$ cat src/rtl/wb_mem_arbiter_pkg.sv
// Shared types and constants for the two-master Wishbone memory arbiter.
package wb_arb_pkg;

    typedef enum logic [1:0] {
        IDLE = 2'd0,
        GNT0 = 2'd1,
        GNT1 = 2'd2
    } arb_state_t;

    localparam int WB_CTI_W = 3;
    localparam int WB_BTE_W = 2;

    localparam logic [WB_CTI_W-1:0] CTI_CLASSIC = 3'b000;
    localparam logic [WB_CTI_W-1:0] CTI_INCR    = 3'b010;
    localparam logic [WB_CTI_W-1:0] CTI_EOB     = 3'b111;

endpackage

$ cat src/rtl/wb_mem_arbiter_if.sv
// Wishbone classic/registered-feedback bus bundle.
// The master modport drives the request side; the slave modport answers it.
interface wb_mem_arbiter_if
    import wb_arb_pkg::*;
#(
    parameter int AW = 30,
    parameter int DW = 32
) ();

    logic [AW-1:0]       adr;
    logic [DW-1:0]       dat_w;
    logic [DW-1:0]       dat_r;
    logic [DW/8-1:0]     sel;
    logic                cyc;
    logic                stb;
    logic                we;
    logic [WB_CTI_W-1:0] cti;
    logic [WB_BTE_W-1:0] bte;
    logic                ack;
    logic                err;

    modport master (
        output adr, dat_w, sel, cyc, stb, we, cti, bte,
        input  dat_r, ack, err
    );

    modport slave (
        input  adr, dat_w, sel, cyc, stb, we, cti, bte,
        output dat_r, ack, err
    );

endinterface

$ cat src/rtl/wb_mem_arbiter_watchdog.sv
// Per-grant watchdog: counts strobed cycles without a slave response and
// flags when the count reaches TIMEOUT. Only built with WB_ARB_TIMEOUT_EN.
`ifdef WB_ARB_TIMEOUT_EN
module wb_arb_watchdog #(
    parameter int TIMEOUT = 255
) (
    input  logic sys_clk,
    input  logic sys_rst_n,
    input  logic clr,
    input  logic inc,
    output logic timeout
);

    localparam int CW = $clog2(TIMEOUT + 1);

    logic [CW-1:0] cnt_q;

    // Count waiting cycles; any response or leaving the grant restarts it.
    always_ff @(posedge sys_clk or negedge sys_rst_n) begin
        if (!sys_rst_n) begin
            cnt_q <= '0;
        end else if (clr) begin
            cnt_q <= '0;
        end else if (inc) begin
            cnt_q <= cnt_q + CW'(1);
        end
    end

    assign timeout = (cnt_q == CW'(TIMEOUT));

endmodule
`endif

$ cat src/rtl/wb_mem_arbiter.sv
// Two-master round-robin Wishbone arbiter in front of the single-port memory.
// Whole bus cycles are granted; a grant ends only when its master drops cyc.
// Optional watchdog: define WB_ARB_TIMEOUT_EN to abort hung cycles with err.
module wb_mem_arbiter
    import wb_arb_pkg::*;
#(
    parameter int AW      = 30,
    parameter int DW      = 32,
    parameter int TIMEOUT = 255
) (
    input logic             sys_clk,
    input logic             sys_rst_n,
    wb_mem_arbiter_if.slave  m0,
    wb_mem_arbiter_if.slave  m1,
    wb_mem_arbiter_if.master s
);

    if (TIMEOUT < 2) begin : g_bad_timeout
        $error("wb_mem_arbiter: TIMEOUT must be >= 2");
    end

    arb_state_t    state_q, state_d;
    logic          last_grant_q, last_grant_d;
    logic [AW-1:0] adr_q;
    logic [DW-1:0] dat_w_q;
    logic          timeout;

`ifdef WB_ARB_TIMEOUT_EN
    logic wd_clr;
    logic wd_inc;

    assign wd_clr = (state_q == IDLE) | s.ack | s.err;
    assign wd_inc = s.stb & ~s.ack & ~s.err;

    wb_arb_watchdog #(
        .TIMEOUT (TIMEOUT)
    ) u_watchdog (
        .sys_clk   (sys_clk),
        .sys_rst_n (sys_rst_n),
        .clr       (wd_clr),
        .inc       (wd_inc),
        .timeout   (timeout)
    );
`else
    assign timeout = 1'b0;
`endif

    // Grant state and round-robin history; last_grant=1 lets m0 win first.
    always_ff @(posedge sys_clk or negedge sys_rst_n) begin
        if (!sys_rst_n) begin
            state_q      <= IDLE;
            last_grant_q <= 1'b1;
        end else begin
            state_q      <= state_d;
            last_grant_q <= last_grant_d;
        end
    end

    // Next grant: arbitrate only from IDLE, release when the owner drops cyc.
    always_comb begin
        state_d      = state_q;
        last_grant_d = last_grant_q;
        case (state_q)
            IDLE: begin
                if (m0.cyc && m1.cyc) begin
                    state_d = last_grant_q ? GNT0 : GNT1;
                end else if (m0.cyc) begin
                    state_d = GNT0;
                end else if (m1.cyc) begin
                    state_d = GNT1;
                end
            end
            GNT0: begin
                if (!m0.cyc || timeout) begin
                    state_d      = IDLE;
                    last_grant_d = 1'b0;
                end
            end
            GNT1: begin
                if (!m1.cyc || timeout) begin
                    state_d      = IDLE;
                    last_grant_d = 1'b1;
                end
            end
            default: state_d = IDLE;
        endcase
    end

    // Remember the last address/data driven so they hold steady through IDLE.
    always_ff @(posedge sys_clk or negedge sys_rst_n) begin
        if (!sys_rst_n) begin
            adr_q   <= '0;
            dat_w_q <= '0;
        end else if (state_q == GNT0) begin
            adr_q   <= m0.adr;
            dat_w_q <= m0.dat_w;
        end else if (state_q == GNT1) begin
            adr_q   <= m1.adr;
            dat_w_q <= m1.dat_w;
        end
    end

    // Bus muxes; acks are gated by the owner's cyc so a late ack is never seen.
    always_comb begin
        s.adr    = adr_q;
        s.dat_w  = dat_w_q;
        s.sel    = '0;
        s.cyc    = 1'b0;
        s.stb    = 1'b0;
        s.we     = 1'b0;
        s.cti    = '0;
        s.bte    = '0;
        m0.ack   = 1'b0;
        m0.err   = 1'b0;
        m1.ack   = 1'b0;
        m1.err   = 1'b0;
        m0.dat_r = s.dat_r;
        m1.dat_r = s.dat_r;
        case (state_q)
            GNT0: begin
                s.adr   = m0.adr;
                s.dat_w = m0.dat_w;
                s.sel   = m0.sel;
                s.cyc   = m0.cyc & ~timeout;
                s.stb   = m0.stb & ~timeout;
                s.we    = m0.we;
                s.cti   = m0.cti;
                s.bte   = m0.bte;
                m0.ack  = s.ack & m0.cyc;
                m0.err  = (s.err & m0.cyc) | timeout;
            end
            GNT1: begin
                s.adr   = m1.adr;
                s.dat_w = m1.dat_w;
                s.sel   = m1.sel;
                s.cyc   = m1.cyc & ~timeout;
                s.stb   = m1.stb & ~timeout;
                s.we    = m1.we;
                s.cti   = m1.cti;
                s.bte   = m1.bte;
                m1.ack  = s.ack & m1.cyc;
                m1.err  = (s.err & m1.cyc) | timeout;
            end
            default: ;
        endcase
    end

endmodule
$ cat src/flat_wrapper.sv
// flat-port wrapper written by rule: the top's interface ports become plain ports
module wb_mem_arbiter_flat import wb_arb_pkg::*;
#(
    parameter int AW      = 30,
    parameter int DW      = 32,
    parameter int TIMEOUT = 255
)
  (sys_clk, sys_rst_n, m0_adr, m0_dat_w, m0_sel, m0_cyc, m0_stb, m0_we, m0_cti, m0_bte, m0_dat_r, m0_ack, m0_err, m1_adr, m1_dat_w, m1_sel, m1_cyc, m1_stb, m1_we, m1_cti, m1_bte, m1_dat_r, m1_ack, m1_err, s_adr, s_dat_w, s_sel, s_cyc, s_stb, s_we, s_cti, s_bte, s_dat_r, s_ack, s_err);
  wb_mem_arbiter_if #(.AW(AW), .DW(DW)) m0_i ();
  wb_mem_arbiter_if #(.AW(AW), .DW(DW)) m1_i ();
  wb_mem_arbiter_if #(.AW(AW), .DW(DW)) s_i ();
  input logic sys_clk;
  input logic sys_rst_n;
  input wire logic [$bits(m0_i.adr)-1:0] m0_adr;
  input wire logic [$bits(m0_i.dat_w)-1:0] m0_dat_w;
  input wire logic [$bits(m0_i.sel)-1:0] m0_sel;
  input wire logic [$bits(m0_i.cyc)-1:0] m0_cyc;
  input wire logic [$bits(m0_i.stb)-1:0] m0_stb;
  input wire logic [$bits(m0_i.we)-1:0] m0_we;
  input wire logic [$bits(m0_i.cti)-1:0] m0_cti;
  input wire logic [$bits(m0_i.bte)-1:0] m0_bte;
  output wire logic [$bits(m0_i.dat_r)-1:0] m0_dat_r;
  output wire logic [$bits(m0_i.ack)-1:0] m0_ack;
  output wire logic [$bits(m0_i.err)-1:0] m0_err;
  input wire logic [$bits(m1_i.adr)-1:0] m1_adr;
  input wire logic [$bits(m1_i.dat_w)-1:0] m1_dat_w;
  input wire logic [$bits(m1_i.sel)-1:0] m1_sel;
  input wire logic [$bits(m1_i.cyc)-1:0] m1_cyc;
  input wire logic [$bits(m1_i.stb)-1:0] m1_stb;
  input wire logic [$bits(m1_i.we)-1:0] m1_we;
  input wire logic [$bits(m1_i.cti)-1:0] m1_cti;
  input wire logic [$bits(m1_i.bte)-1:0] m1_bte;
  output wire logic [$bits(m1_i.dat_r)-1:0] m1_dat_r;
  output wire logic [$bits(m1_i.ack)-1:0] m1_ack;
  output wire logic [$bits(m1_i.err)-1:0] m1_err;
  output wire logic [$bits(s_i.adr)-1:0] s_adr;
  output wire logic [$bits(s_i.dat_w)-1:0] s_dat_w;
  output wire logic [$bits(s_i.sel)-1:0] s_sel;
  output wire logic [$bits(s_i.cyc)-1:0] s_cyc;
  output wire logic [$bits(s_i.stb)-1:0] s_stb;
  output wire logic [$bits(s_i.we)-1:0] s_we;
  output wire logic [$bits(s_i.cti)-1:0] s_cti;
  output wire logic [$bits(s_i.bte)-1:0] s_bte;
  input wire logic [$bits(s_i.dat_r)-1:0] s_dat_r;
  input wire logic [$bits(s_i.ack)-1:0] s_ack;
  input wire logic [$bits(s_i.err)-1:0] s_err;
  assign m0_i.adr = m0_adr;
  assign m0_i.dat_w = m0_dat_w;
  assign m0_i.sel = m0_sel;
  assign m0_i.cyc = m0_cyc;
  assign m0_i.stb = m0_stb;
  assign m0_i.we = m0_we;
  assign m0_i.cti = m0_cti;
  assign m0_i.bte = m0_bte;
  assign m0_dat_r = m0_i.dat_r;
  assign m0_ack = m0_i.ack;
  assign m0_err = m0_i.err;
  assign m1_i.adr = m1_adr;
  assign m1_i.dat_w = m1_dat_w;
  assign m1_i.sel = m1_sel;
  assign m1_i.cyc = m1_cyc;
  assign m1_i.stb = m1_stb;
  assign m1_i.we = m1_we;
  assign m1_i.cti = m1_cti;
  assign m1_i.bte = m1_bte;
  assign m1_dat_r = m1_i.dat_r;
  assign m1_ack = m1_i.ack;
  assign m1_err = m1_i.err;
  assign s_adr = s_i.adr;
  assign s_dat_w = s_i.dat_w;
  assign s_sel = s_i.sel;
  assign s_cyc = s_i.cyc;
  assign s_stb = s_i.stb;
  assign s_we = s_i.we;
  assign s_cti = s_i.cti;
  assign s_bte = s_i.bte;
  assign s_i.dat_r = s_dat_r;
  assign s_i.ack = s_ack;
  assign s_i.err = s_err;
  wb_mem_arbiter #(.AW(AW), .DW(DW), .TIMEOUT(TIMEOUT)) u_core (.sys_clk(sys_clk), .sys_rst_n(sys_rst_n), .m0(m0_i), .m1(m1_i), .s(s_i));
endmodule
$ cat config.mk
export PLATFORM = sky130hd
export DESIGN_NAME = wb_mem_arbiter_flat
export DESIGN_NICKNAME = d
export VERILOG_FILES = /design/src/rtl/wb_mem_arbiter_pkg.sv /design/src/rtl/wb_mem_arbiter_if.sv /design/src/rtl/wb_mem_arbiter_watchdog.sv /design/src/rtl/wb_mem_arbiter.sv /design/src/flat_wrapper.sv
export SDC_FILE = /design/constraint.sdc
export NUM_CORES = 1
export LEC_CHECK = 0
export CAP_MARGIN = 40
export CORE_AREA = 4 4 125 127
export CTS_BUF_LIST = sky130_fd_sc_hd__clkbuf_8 sky130_fd_sc_hd__clkbuf_16
export DETAILED_ROUTE_END_ITERATION = 7
export DIE_AREA = 0 0 129 131
export GPL_ROUTABILITY_DRIVEN = 1
export PLACE_DENSITY = 0.72
export RECOVER_POWER = 50
export SYNTH_ARGS = -nofsm -noshare
export SYNTH_HDL_FRONTEND = slang
export SYNTH_SLANG_ARGS = --single-unit
$ cat constraint.sdc
create_clock -name sys_clk -period 3.1 [get_ports sys_clk]
set_clock_uncertainty 0.15 [all_clocks]
set_input_delay 0.62 -clock sys_clk [delete_from_list [all_inputs] [get_ports sys_clk]]
set_output_delay 0.62 -clock sys_clk [all_outputs]
set_load 0.1 [all_outputs]
==> out/summary.md <==
## Die
- core outline area: 14,400 um2
- Die Outline Area: 16,900 um2
- number of rows in the core area: 44
- initial standard-cell utilization of the core: 31.6%
- Die W: 129 um
- I/O Pins: 326
- height of the die: 131 um

## Logic synthesis
- most used flip-flop cell after synthesis: sky130_fd_sc_hd__dfrtp_1
- Synth Register Bits: 65
- share of Yosys cell area claimed by the top area cell type: 35.2%
- cell accounting for the most synthesized area: sky130_fd_sc_hd__dfrtp_1
- number of enable-type register cells in the synthesized netlist: 0
- FFs w/ async S/R, synth: 100%
- post-synthesis cell count: 583
- post-synthesis area per instance: 7.81 um2
- Mapped Nets: 771
- netlist area before placement: 4560 um2
- Unique masters post-synth: 24
- dominant cells by area after synthesis: sky130_fd_sc_hd__dfrtp_1, sky130_fd_sc_hd__a21oi_1, sky130_fd_sc_hd__buf_4
- sequential share of the synthesized area: 35.7%
- Synth Warn #: 0

## Finish
- layout net count: 917
- relative area change from synthesis to final layout: 72.4%
- sequential cell area: 1630 um2
- ant diodes: 0
- ratio of cells with drive above 1 in the final layout: 24.7%
- final-layout fill cell count: 1,233
- footprint of the multi-input gates: 2540 um2

## CTS
- clk sinks: 65
- TritonCTS Buffers: 9
- worst skew pair latency: 0.32 ns
- clock tree root driver cell: sky130_fd_sc_hd__clkbuf_16
- TritonCTS clock tree: done
- clock edge transition at the registers on the reported setup and hold paths: 0.05 ns
- hold bufs inserted after CTS: 0
- H-tree depth: 3
- maximum clock path buffer count: 2

## Placement
- half-perimeter wire length of the detailed placement result: 11,400 um
- # port buffers: 229
- Final GP Congestion: 0.794

## Route
- post-route antenna net violation count: 0
- total wire length after detailed routing: 14,900 um
- per-cell via count in the routed design: 5.00
- detail-routed net length per standard cell: 16.2 um
- drt first-iter violations: 150
- total vias in the final route: 4,581
- final routed DRC violation total: 0
- Initial DRT Pass Iterations: 4

## Worst setup path
- CP Launch Type: flop
- largest delay contributor family on the critical path: buffers and inverters
- data arrival time of the critical path: 2.15 ns
- maximum cell stage delay along the critical path: 0.44 ns
- Crit. path cell count: 6
- Setup Crit Path Kind: reg -> out
- reg-to-reg setup timing slack: 1.06 ns
- buffers plus inverters on the worst setup path: 3
- CP Cell Sequence: inv_1, ha_4, buf_12, a21boi_1, a21oi_2, buf_12
- worst-path fanout max: 55
- master of the slowest instance on the critical path: sky130_fd_sc_hd__ha_4
- most numerous cell on the critical path: sky130_fd_sc_hd__buf_12
- Crit Reg-Reg Endpoint: u_core.last_grant_q
- capture point of the critical path: s_adr[13]
- Worst Reg2Reg Path Length in Cells: 5
- launch point of the critical path: u_core.state_q[1]
- kind of end point of the critical path: primary output
- Crit path required time: 2.33 ns
- launch point of the worst reg-to-reg path: u_core.state_q[0]

## Status
- violations in the final reports: max-capacitance violations, max-slew violations
- status: complete, but fails checks

## Global routing
- number of global-route vias before repair: 4,952
- gr ovfl total: 0
- maximum number of pins on one net before global-route repair: 70
- initial antenna violation count: 0
- Overall Global Routing Usage: 17.5%
- wire length of the first global-routing pass: 23,800 um

## Timing
- setup repair after global routing missed its margin: no
- pin slew with the least headroom to its limit: 1.67 ns
- pins over their slew limit: 32
- ratio of final minimum period to clock period: 94.0%
- achievable frequency: 343 MHz
- Hold Vio Cnt, Final: 0
- worst max-slew margin expressed relative to the limit: -11.3%
- number of failing setup endpoints in the final timing report: 0
- final critical delay including setup and external delays: 2.92 ns
- sum of negative setup slack: 0 ns

## Flow run
- # Max-Cap Violations: 1

## Worst hold path
- number of instances on the worst hold path: 2
- worst hold path type: reg -> reg

## state kept, by name, indices dropped and copies added, names as in the netlist
register / cells
u_core.dat_w_q: 32
u_core.adr_q: 30
u_core.state_q: 2
u_core.last_grant_q: 1
## final cells by class
class	count	area share [%]
timing repair buffer	237	40.5
clock inverter	5	0.303
sequential	65	20.7
inverter	4	0.191
multi-input combinational	412	32.3
clock buffer	10	3.04
tap	184	2.93
## cell usage after synthesis (all sizes together), types with 3 or more instances
library cell / count
clkbuf: 15
o21ai: 3
buf: 87
nand2b: 62
and3: 4
nor2: 62
inv: 4
ha: 4
nand2: 62
dfrtp: 64
a21boi: 63
a21oi: 125
nor2b: 12
a22oi: 12
## cells in the final DEF (no fill, tap or decap)
cell type,Yosys,final
sky130_fd_sc_hd__mux2_4,1,1
sky130_fd_sc_hd__clkinv_2,0,4
sky130_fd_sc_hd__nor2_1,62,62
sky130_fd_sc_hd__clkbuf_1,15,1
sky130_fd_sc_hd__clkbuf_8,0,1
sky130_fd_sc_hd__buf_12,0,82
sky130_fd_sc_hd__ha_2,0,1
sky130_fd_sc_hd__a22oi_2,1,1
sky130_fd_sc_hd__nand2_1,62,62
sky130_fd_sc_hd__nor2b_2,0,12
sky130_fd_sc_hd__a21oi_1,125,63
sky130_fd_sc_hd__a32o_1,1,1
sky130_fd_sc_hd__o21ai_1,1,1
sky130_fd_sc_hd__clkdlybuf4s50_1,0,150
sky130_fd_sc_hd__buf_4,69,2
sky130_fd_sc_hd__a21boi_0,1,1
sky130_fd_sc_hd__and3_1,4,4
sky130_fd_sc_hd__ha_1,4,1
sky130_fd_sc_hd__nand2b_1,62,62
sky130_fd_sc_hd__a21boi_1,62,62
sky130_fd_sc_hd__o2111ai_1,1,1
sky130_fd_sc_hd__inv_1,4,5
sky130_fd_sc_hd__a21oi_2,0,62
sky130_fd_sc_hd__o21ai_2,1,1
sky130_fd_sc_hd__clkbuf_2,0,1
sky130_fd_sc_hd__ha_4,0,2
sky130_fd_sc_hd__buf_6,0,1
sky130_fd_sc_hd__o21ai_0,1,1
sky130_fd_sc_hd__dfrtp_1,64,64
sky130_fd_sc_hd__clkbuf_16,0,9
sky130_fd_sc_hd__dfstp_2,1,1
sky130_fd_sc_hd__a22oi_1,11,11
## routing by layer
layer,track usage [%],part of all wire (%)
met3,5.85,8.8
met2,29.4,50
met5,0,0
met4,8.65,3.1
met1,19.9,38
## worst reg2reg max path, delay by kind of cell (launching register included)
| family | cells | cell delay [ns] |
|---|---|---|
| AOI/OAI and AO/OA | 2 | 0.39 |
| adders and majority gates | 1 | 0.55 |
| buffers and inverters | 1 | 0.17 |
| DFF | 1 | 0.41 |
| muxes | 1 | 0.31 |
## logic make-up after synthesis
kind of cell	Yosys count	share of synthesized area [%]
mux	1	0.329
buf+inv	106	14.9
compound gates	205	27.0
simple gates	202	20.9
fa+ha+maj	4	1.10
flops	65	35.7
## metrics by stage
stage	util [%]	setup WS, ns	area [um2]	hold WS (ns)	instances
after floorplan	-	0.268	4820	0.174	583
after global placement	52.7	0.551	7600	0.345	902
after detailed placement	52.7	0.502	7600	0.353	902
after CTS	54.5	0.110	7870	0.222	917
after global routing	54.4	0.0246	7850	0.383	917
final	54.4	0.185	7850	0.365	917
## how the worst min path moves through the flow
stage | slack, ns | endpoint | startpoint
floorplan | 0.17 | u_core.adr_q[0] | sys_rst_n
global placement | 0.35 | u_core.dat_w_q[8] | u_core.dat_w_q[8]
detailed placement | 0.35 | u_core.dat_w_q[15] | u_core.dat_w_q[15]
CTS | 0.22 | u_core.adr_q[3] | sys_rst_n
global route | 0.38 | u_core.dat_w_q[24] | u_core.dat_w_q[24]
finish | 0.36 | u_core.dat_w_q[15] | u_core.dat_w_q[15]
## what timing repair did
action,in CTS,in global routing
setup buffers,0,0
resized for setup,0,1
setup endpoints to repair,0,1
Power is left out: the tool's default activity adds up to more than one toggle a clock period on the data nets, which glitch-free logic cannot reach.
